## config.mk

```make
export PLATFORM = sky130hd
export DESIGN_NAME = imem_fetch_ctrl_flat
export DESIGN_NICKNAME = d
export VERILOG_FILES = /design/src/rtl/imem_fetch_ctrl_if.sv /design/src/rtl/imem_fetch_ctrl.sv /design/src/flat_wrapper.sv
export SDC_FILE = /design/constraint.sdc
export NUM_CORES = 1
export LEC_CHECK = 0
export CAP_MARGIN = 20
export CORE_AREA = 5 5 154 215
export CTS_BUF_LIST = sky130_fd_sc_hd__clkbuf_8
export DETAILED_ROUTE_END_ITERATION = 8
export DIE_AREA = 0 0 159 220
export DONT_BUFFER_PORTS = 1
export GPL_TIMING_DRIVEN = 0
export MAX_ROUTING_LAYER = met4
export PLACE_DENSITY = 0.45
export SYNTH_ARGS = -nofsm -noshare
export SYNTH_HDL_FRONTEND = slang
export SYNTH_SLANG_ARGS = --single-unit
export TNS_END_PERCENT = 30
```

## constraint.sdc

```tcl
create_clock -name clk -period 2.7 [get_ports clk]
set_input_delay 0.54 -clock clk [delete_from_list [all_inputs] [get_ports clk]]
set_output_delay 0.54 -clock clk [all_outputs]
set_load 0.005 [all_outputs]
```

## src/rtl/imem_fetch_ctrl_if.sv

```systemverilog
// Bus bundle between the instruction-fetch controller, instruction memory and decode.
// master = fetch controller side, slave = memory/decode/testbench side.
interface imem_fetch_ctrl_if;
    logic [31:0] imem_addr;
    logic [31:0] imem_data;
    logic        redirect_valid;
    logic [31:0] redirect_pc;
    logic        out_valid;
    logic        out_ready;
    logic [31:0] out_instr;
    logic [31:0] out_pc;
    logic [31:0] stall_cnt;

    modport master (
        output imem_addr,
        input  imem_data,
        input  redirect_valid,
        input  redirect_pc,
        output out_valid,
        input  out_ready,
        output out_instr,
        output out_pc,
        output stall_cnt
    );

    modport slave (
        input  imem_addr,
        output imem_data,
        output redirect_valid,
        output redirect_pc,
        input  out_valid,
        output out_ready,
        input  out_instr,
        input  out_pc,
        input  stall_cnt
    );
endinterface

```

## src/rtl/imem_fetch_ctrl.sv

```systemverilog
// Instruction fetch controller: sequential PC generation feeding a 2-entry {pc, instr}
// queue toward decode, with redirect flush and a saturating back-pressure stall counter.
module imem_fetch_ctrl #(
    parameter logic [31:0] RESET_PC = 32'h0000_0000
) (
    input  logic              clk,
    input  logic              rst_n,
    imem_fetch_ctrl_if.master bus
);
    typedef enum logic [1:0] {
        EMPTY = 2'd0,
        ONE   = 2'd1,
        FULL  = 2'd2
    } state_t;

    state_t      state_q, state_d;
    logic [31:0] fetch_pc_q, fetch_pc_d;
    logic [31:0] head_pc_q, head_pc_d;
    logic [31:0] head_instr_q, head_instr_d;
    logic [31:0] tail_pc_q, tail_pc_d;
    logic [31:0] tail_instr_q, tail_instr_d;
    logic [31:0] stall_cnt_q, stall_cnt_d;
    logic        out_valid;
    logic        push;
    logic        pop;

    always_comb begin
        state_d      = state_q;
        fetch_pc_d   = fetch_pc_q;
        head_pc_d    = head_pc_q;
        head_instr_d = head_instr_q;
        tail_pc_d    = tail_pc_q;
        tail_instr_d = tail_instr_q;
        stall_cnt_d  = stall_cnt_q;

        // out_valid is a function of state and redirect only, never of out_ready
        out_valid = (state_q != EMPTY) && !bus.redirect_valid;
        pop       = out_valid && bus.out_ready;
        push      = !bus.redirect_valid && ((state_q != FULL) || pop);

        if (bus.redirect_valid) begin
            state_d    = EMPTY;
            fetch_pc_d = bus.redirect_pc & 32'hFFFF_FFFC;
        end else begin
            if (push) begin
                fetch_pc_d = fetch_pc_q + 32'd4;
            end
            case (state_q)
                EMPTY: begin
                    if (push) begin
                        head_pc_d    = fetch_pc_q;
                        head_instr_d = bus.imem_data;
                        state_d      = ONE;
                    end
                end
                ONE: begin
                    if (push && pop) begin
                        head_pc_d    = fetch_pc_q;
                        head_instr_d = bus.imem_data;
                    end else if (push) begin
                        tail_pc_d    = fetch_pc_q;
                        tail_instr_d = bus.imem_data;
                        state_d      = FULL;
                    end else if (pop) begin
                        state_d = EMPTY;
                    end
                end
                FULL: begin
                    // Older tail slides to head; a simultaneous fetch refills the tail
                    if (pop) begin
                        head_pc_d    = tail_pc_q;
                        head_instr_d = tail_instr_q;
                        if (push) begin
                            tail_pc_d    = fetch_pc_q;
                            tail_instr_d = bus.imem_data;
                        end else begin
                            state_d = ONE;
                        end
                    end
                end
                default: state_d = EMPTY;
            endcase

            if ((state_q == FULL) && !bus.out_ready && (stall_cnt_q != 32'hFFFF_FFFF)) begin
                stall_cnt_d = stall_cnt_q + 32'd1;
            end
        end
    end

    always_ff @(posedge clk) begin
        if (!rst_n) begin
            state_q      <= EMPTY;
            fetch_pc_q   <= RESET_PC;
            head_pc_q    <= 32'd0;
            head_instr_q <= 32'd0;
            tail_pc_q    <= 32'd0;
            tail_instr_q <= 32'd0;
            stall_cnt_q  <= 32'd0;
        end else begin
            state_q      <= state_d;
            fetch_pc_q   <= fetch_pc_d;
            head_pc_q    <= head_pc_d;
            head_instr_q <= head_instr_d;
            tail_pc_q    <= tail_pc_d;
            tail_instr_q <= tail_instr_d;
            stall_cnt_q  <= stall_cnt_d;
        end
    end

    assign bus.imem_addr = fetch_pc_q;
    assign bus.out_valid = out_valid;
    assign bus.out_pc    = (state_q == EMPTY) ? 32'd0 : head_pc_q;
    assign bus.out_instr = (state_q == EMPTY) ? 32'd0 : head_instr_q;
    assign bus.stall_cnt = stall_cnt_q;
endmodule

```

## src/flat_wrapper.sv

```systemverilog
// flat-port wrapper written by rule: the top's interface ports become plain ports
module imem_fetch_ctrl_flat 
#(
    parameter logic [31:0] RESET_PC = 32'h0000_0000
)
  (clk, rst_n, bus_imem_addr, bus_imem_data, bus_redirect_valid, bus_redirect_pc, bus_out_valid, bus_out_ready, bus_out_instr, bus_out_pc, bus_stall_cnt);
  imem_fetch_ctrl_if bus_i ();
  input  logic clk;
  input  logic rst_n;
  output wire logic [$bits(bus_i.imem_addr)-1:0] bus_imem_addr;
  input wire logic [$bits(bus_i.imem_data)-1:0] bus_imem_data;
  input wire logic [$bits(bus_i.redirect_valid)-1:0] bus_redirect_valid;
  input wire logic [$bits(bus_i.redirect_pc)-1:0] bus_redirect_pc;
  output wire logic [$bits(bus_i.out_valid)-1:0] bus_out_valid;
  input wire logic [$bits(bus_i.out_ready)-1:0] bus_out_ready;
  output wire logic [$bits(bus_i.out_instr)-1:0] bus_out_instr;
  output wire logic [$bits(bus_i.out_pc)-1:0] bus_out_pc;
  output wire logic [$bits(bus_i.stall_cnt)-1:0] bus_stall_cnt;
  assign bus_imem_addr = bus_i.imem_addr;
  assign bus_i.imem_data = bus_imem_data;
  assign bus_i.redirect_valid = bus_redirect_valid;
  assign bus_i.redirect_pc = bus_redirect_pc;
  assign bus_out_valid = bus_i.out_valid;
  assign bus_i.out_ready = bus_out_ready;
  assign bus_out_instr = bus_i.out_instr;
  assign bus_out_pc = bus_i.out_pc;
  assign bus_stall_cnt = bus_i.stall_cnt;
  imem_fetch_ctrl #(.RESET_PC(RESET_PC)) u_core (.clk(clk), .rst_n(rst_n), .bus(bus_i));
endmodule
```

Word-level counts from Yosys, hierarchy flattened --
Cells that the tools add are included.
Word-level totals: register bits after elaboration 194, latch bits 0, bits in writable memories 0, ROM bits 0, output and inout port bits 129, logic and storage cells 68, memories 0
Operators by class: add/sub/neg operators 2, multipliers 0, div/mod/pow operators 0, order comparisons 0, equality and inequality tests 10, shift-type cells 0, mux-type cells 27, bitwise gates (word level) 2, reductions and logical operators 19
Operators with widths (number):
- 32-bit 2-to-1 mux | 16
- 32-bit one-hot mux with 3 select lines | 2
- 32-bit one-hot mux with 2 select lines | 2
- 32-bit by 1-bit adder with 32-bit output, second input constant | 1
- 32-bit by 3-bit adder with 32-bit output, second input constant | 1
- 32-bit != test, second input constant | 1
- 2-bit 2-to-1 mux | 6
- 5-bit AND reduction | 2
- 1-bit logical AND | 6
- 2-bit by 1-bit != test with 1-bit output, second input constant | 3
- 2-bit != test, second input constant | 3
- 2-bit one-hot mux with 3 select lines | 1
- 2-bit nonzero test | 3
- 4-bit AND reduction | 1
- 3-bit by 1-bit != test with 1-bit output, second input constant | 1
- 3-bit nonzero test | 1
- 2-bit by 1-bit == test with 1-bit output, second input constant | 1
- 2-bit == test, second input constant | 1
- 1-bit logical NOT | 2
- 2-bit logical NOT | 1
- 1-bit NOT | 2
- 2-bit AND reduction | 1
- 2-bit OR reduction | 1
- 1-bit logical OR | 1

Logic depth before layout (Yosys ltp) --
depth after elaboration 8, depth in mapped cells 9

Least setup slack after synthesis --
No wires, ideal clock.
path kind register to register, start point reg u_core.state_q[0], end point reg u_core.fetch_pc_q[15] (netlist: u_core.bus.imem_addr[15]), library setup time 0.074 ns, data arrival time 2.037 ns, data required time 2.626 ns, path slack 0.589 ns, stages on the path, launching flop included 7, buffers on the path 0, clock period less this slack 2.111 ns, cells stage by stage dfxtp_1 -> inv_1 -> ha_1 -> nor3b_2 -> o21ai_1 -> or4_2 -> a31oi_1
On the way: cells in the longest elaborated chain, start to end 6, elaborated cells on any way between the ends 7, those cells by class eq/ne: 1; reduce/logical: 6
RTL lines:
- from (decl) | line imem_fetch_ctrl.sv:16 | state_t state_q, state_d;
- from (signal assigned) | line imem_fetch_ctrl.sv:100 | state_q <= state_d;
- 2-bit nonzero test | line imem_fetch_ctrl.sv:37 | out_valid = (state_q != EMPTY) && !bus.redirect_valid;
- 1-bit logical AND | line imem_fetch_ctrl.sv:37
- 1-bit logical AND | line imem_fetch_ctrl.sv:38 | pop = out_valid && bus.out_ready;
- 1-bit logical OR * | line imem_fetch_ctrl.sv:39 | push = !bus.redirect_valid && ((state_q != FULL) || pop);
- 1-bit logical AND * | line imem_fetch_ctrl.sv:39
- 2-bit nonzero test (no source line) *
- to (signal assigned) | line imem_fetch_ctrl.sv:101 | fetch_pc_q <= fetch_pc_d;
- to (decl) | line imem_fetch_ctrl.sv:17 | logic [31:0] fetch_pc_q, fetch_pc_d;
Mark *: on every way between the ends. The rest lies on a longest branch, timed or not. A chain may end at the register's enable or synchronous reset.

Worst setup path after layout --
start point reg u_core.state_q[0], end point reg u_core.stall_cnt_q[30] (netlist: u_core.bus.stall_cnt[30])
On the way: cells in the longest elaborated chain, start to end 4
RTL lines:
- 2-bit == test | line imem_fetch_ctrl.sv:84 | if ((state_q == FULL) && !bus.out_ready && (stall_cnt_q != 32'hFFFF_FFFF)) begin
- 1-bit logical AND (2 in series) | line imem_fetch_ctrl.sv:84
- 2-bit AND reduction (no source line)
- to (signal assigned) | line imem_fetch_ctrl.sv:106 | stall_cnt_q <= stall_cnt_d;
- to (decl) | line imem_fetch_ctrl.sv:22 | logic [31:0] stall_cnt_q, stall_cnt_d;
No other way between the ends.

==> impl_metrics.ini <==
[route]
routed_wl_um = 31900
via_count = 8077
drtIter0Drc = 319
routed_via_density = 5.28
wl_per_cell_um = 20.8
drc = 0
first_pass_iters = 5
ant_nets = 0

[global_routing]
grt_antenna_before_repair = 2
grt_pass1_vias = 7924
grt_max_degree = 21
gr-total-overflow = 0
grt_pass1_wl_um = 48600
grt.total_usage_pct = 18.4

[setup_path]
critPathTopFamily = simple AND/OR/NAND/NOR gates
worstPathArrival_ps = 3070
cp_data_required_time_ps = 3140
max_stage_delay_ps = 530
path_buf_inv = 2
crit_path_end_kind = flip-flop
critical_path_class = reg2reg
cp_max_fo = 10
crit_slowest_cell = nor4_1
crit_chain = inv_1 -> ha_1 -> clkbuf_4 -> and4bb_2 -> nand4_1 -> nor4_1 -> mux2i_1
crit_path_start_kind = flip-flop

[sta]
rsz0062_at_grt = yes
slew_headroom_pct = 45.4
clock.fmax_mhz = 381
hold_violations = 0
tightest_slew_ps = 820
period_needed_ps = 2620
setup-violations-final = 0
slew_violations = 0
clock_skew_ps = 20.3
fin_crit_sh_pct = 97.1
hold_ws_ps = 142

[yosys]
synth.area.top_cells = dfxtp_1 41%, mux2i_1 8.8%, nand2_1 7.0%
seq_area_frac_synth_pct = 41.3
synth.distinct_cells = 63
avgSynthCellArea_um2 = 8.29
syn_inst = 1099
synthArstFlopShare_pct = 0
synth_seq_cells = 188
yosysWarnings = 0
synth_top_cell_by_area = dfxtp_1
synth.top_cell.area_share_pct = 41.3
synth_ff_type = dfxtp_1
synth_edf_count = 0
synthesis.area_um2 = 9110

[floorplanning]
dieHeight_um = 220
io_pins = 197
rows = 77
die-area_um2 = 35000
start_util_pct = 29.3
fp.dieW_um = 159
core-area_um2 = 31100

[layout]
fin_util_pct = 32.5
nNetsFinal = 1194
syn_to_final_growth_pct = 11.0
fin_area_um2 = 10100
drive_above_1_share_pct = 8.12

[outcome]
status = finished, final reports clean

[pwr]
switching_share_pct = 30.9
netSwitchingPower_mw = 1.75
p_clk_share_pct = 36.1
p_leak_nw = 3.11
pwr-share-comb_pct = 10.3
power_mw = 5.68
power_density_nw_per_um2 = 561
cellInternalPower_mw = 3.92
p_seq_share_pct = 53.7
ir_drop_mv = 0.269

[placed_design]
port_buffers = 0
gp_congestion = 0.804
placed_area_um2 = 9620
place_hpwl_um = 23600

[clock_tree]
path_clk_slew_ps = 120
root_buffer = clkbuf_8
cts_sinks = 188
htree_levels = 4
cts_buffers = 17
ctsLongestPathBuffers = 2
insertion_delay_ps = 520
cts_tree = done
cts_setup_buffers = 0

[run]
maxCapViolations = 0

[hold_path]
hold_path.class = in2reg
cells in the mapped netlist, drive strengths merged (6+ instances only):
cell and instances:
and4 12, clkbuf 81, nor4 7, dfxtp 188, a31oi 23, or3 7
a211oi 75, ha 6, and3 11, nand2b 19, nor2b 62, buf 14
a21oi 79, nand4 15, mux2i 80, o21ai 39, inv 16, or4 20
nand3 23, nand2 169, o31ai 15, nor2 71, o211ai 11
per-stage QoR:
| step | worst slack (ps) | std cells | TNS, ps |
|---|---|---|---|
| floorplan | 589 | 1102 | 0 |
| global placement | -625 | 1497 | -57050 |
| detailed placement | -599 | 1497 | -29600 |
| CTS | -66.7 | 1529 | -338 |
| global route | -96.0 | 1530 | -1680 |
| finish | 77.3 | 1530 | 0 |
worst paths after layout:
path / startpoint / to / slack, ps / cells after the start
min reg2reg: u_core.tail_pc_q[25] / u_core.tail_pc_q[25] / 460 / 2
max: u_core.state_q[0] / u_core.bus.stall_cnt[30] / 80 / 7
max reg2reg: u_core.state_q[0] / u_core.bus.stall_cnt[30] / 80 / 7
min: bus_imem_data[8] / u_core.tail_instr_q[8] / 140 / 2
kinds of logic (layout without fill, tap and decap cells):
logic type | Yosys count | in the layout | synth area share [%]
muxes | 80 | 80 | 8.79
AOI/OAI and AO/OA | 266 | 266 | 18.7
other | 1 | 6 | 0.0412
buffers and inverters | 111 | 142 | 5.26
adders and majority gates | 6 | 6 | 0.824
DFF | 188 | 188 | 41.3
xor gates and xnor gates | 6 | 6 | 0.577
and+or+nand+nor | 441 | 441 | 24.5
layer usage:
metal	track usage (%)	routed length, µm	vias up
met5	-	0	-
met4	6.23	770	0
met3	6.10	2250	44
met2	31.6	16200	222
met1	20.0	12600	3831
li1	-	-	3980
power by group through the flow:
stage / clock network (mW) / logic (mW) / registers (mW)
finish: 2.05 / 0.582 / 3.05
global route: 2.25 / 0.660 / 3.07
detailed placement: 0 / 0.585 / 3.12
global placement: 0 / 0.581 / 3.11
CTS: 2.14 / 0.595 / 3.05
floorplan: 0 / 0.419 / 3.05
repair_timing:
item / in CTS / in global routing
setup endpoints to repair: 132 / 185
hold buffers: 0 / 0
pin swaps: 0 / 0
resized for setup: 18 / 24
layout by cell type, fill, tap and decap left out, types with 5 or more instances in the layout:
cell type    n
buf_2        5
and4_1       9
o211ai_1    11
clkbuf_2    15
a211oi_1    74
dfxtp_1    188
nand2b_1    19
or4_1       18
nand2_1    169
nor2_1      70
nand3_1     23
nor4_1       7
ha_1         6
inv_8        7
nand4_1     14
a31oi_1     23
o31ai_1     15
inv_1       15
a21oi_1     79
or3_1        7
clkbuf_8    20
mux2i_1     80
nor2b_1     58
o21ai_0     37
buf_4        5
and3_1      10
clkbuf_1    60
sequential cells by signal, summed over array words and instances, names as in the netlist:
register and cells:
u_core.state_q 2, u_core.bus.imem_addr 30, u_core.tail_pc_q 30, u_core.head_instr_q 32, u_core.tail_instr_q 32, u_core.bus.stall_cnt 32
u_core.head_pc_q 30
layout make-up:
| cell class | count | area, µm² |
|---|---|---|
| tap | 395 | 494 |
| fill | 3304 | 21000 |
| buffer | 94 | 449 |
| clock buffer | 17 | 234 |
| antenna | 2 | 5.00 |
| multi-input combinational | 803 | 4930 |
| clock inverter | 15 | 185 |
| sequential | 188 | 3760 |
| inverter | 16 | 60.1 |
Power figures use the tool's default switching activity.
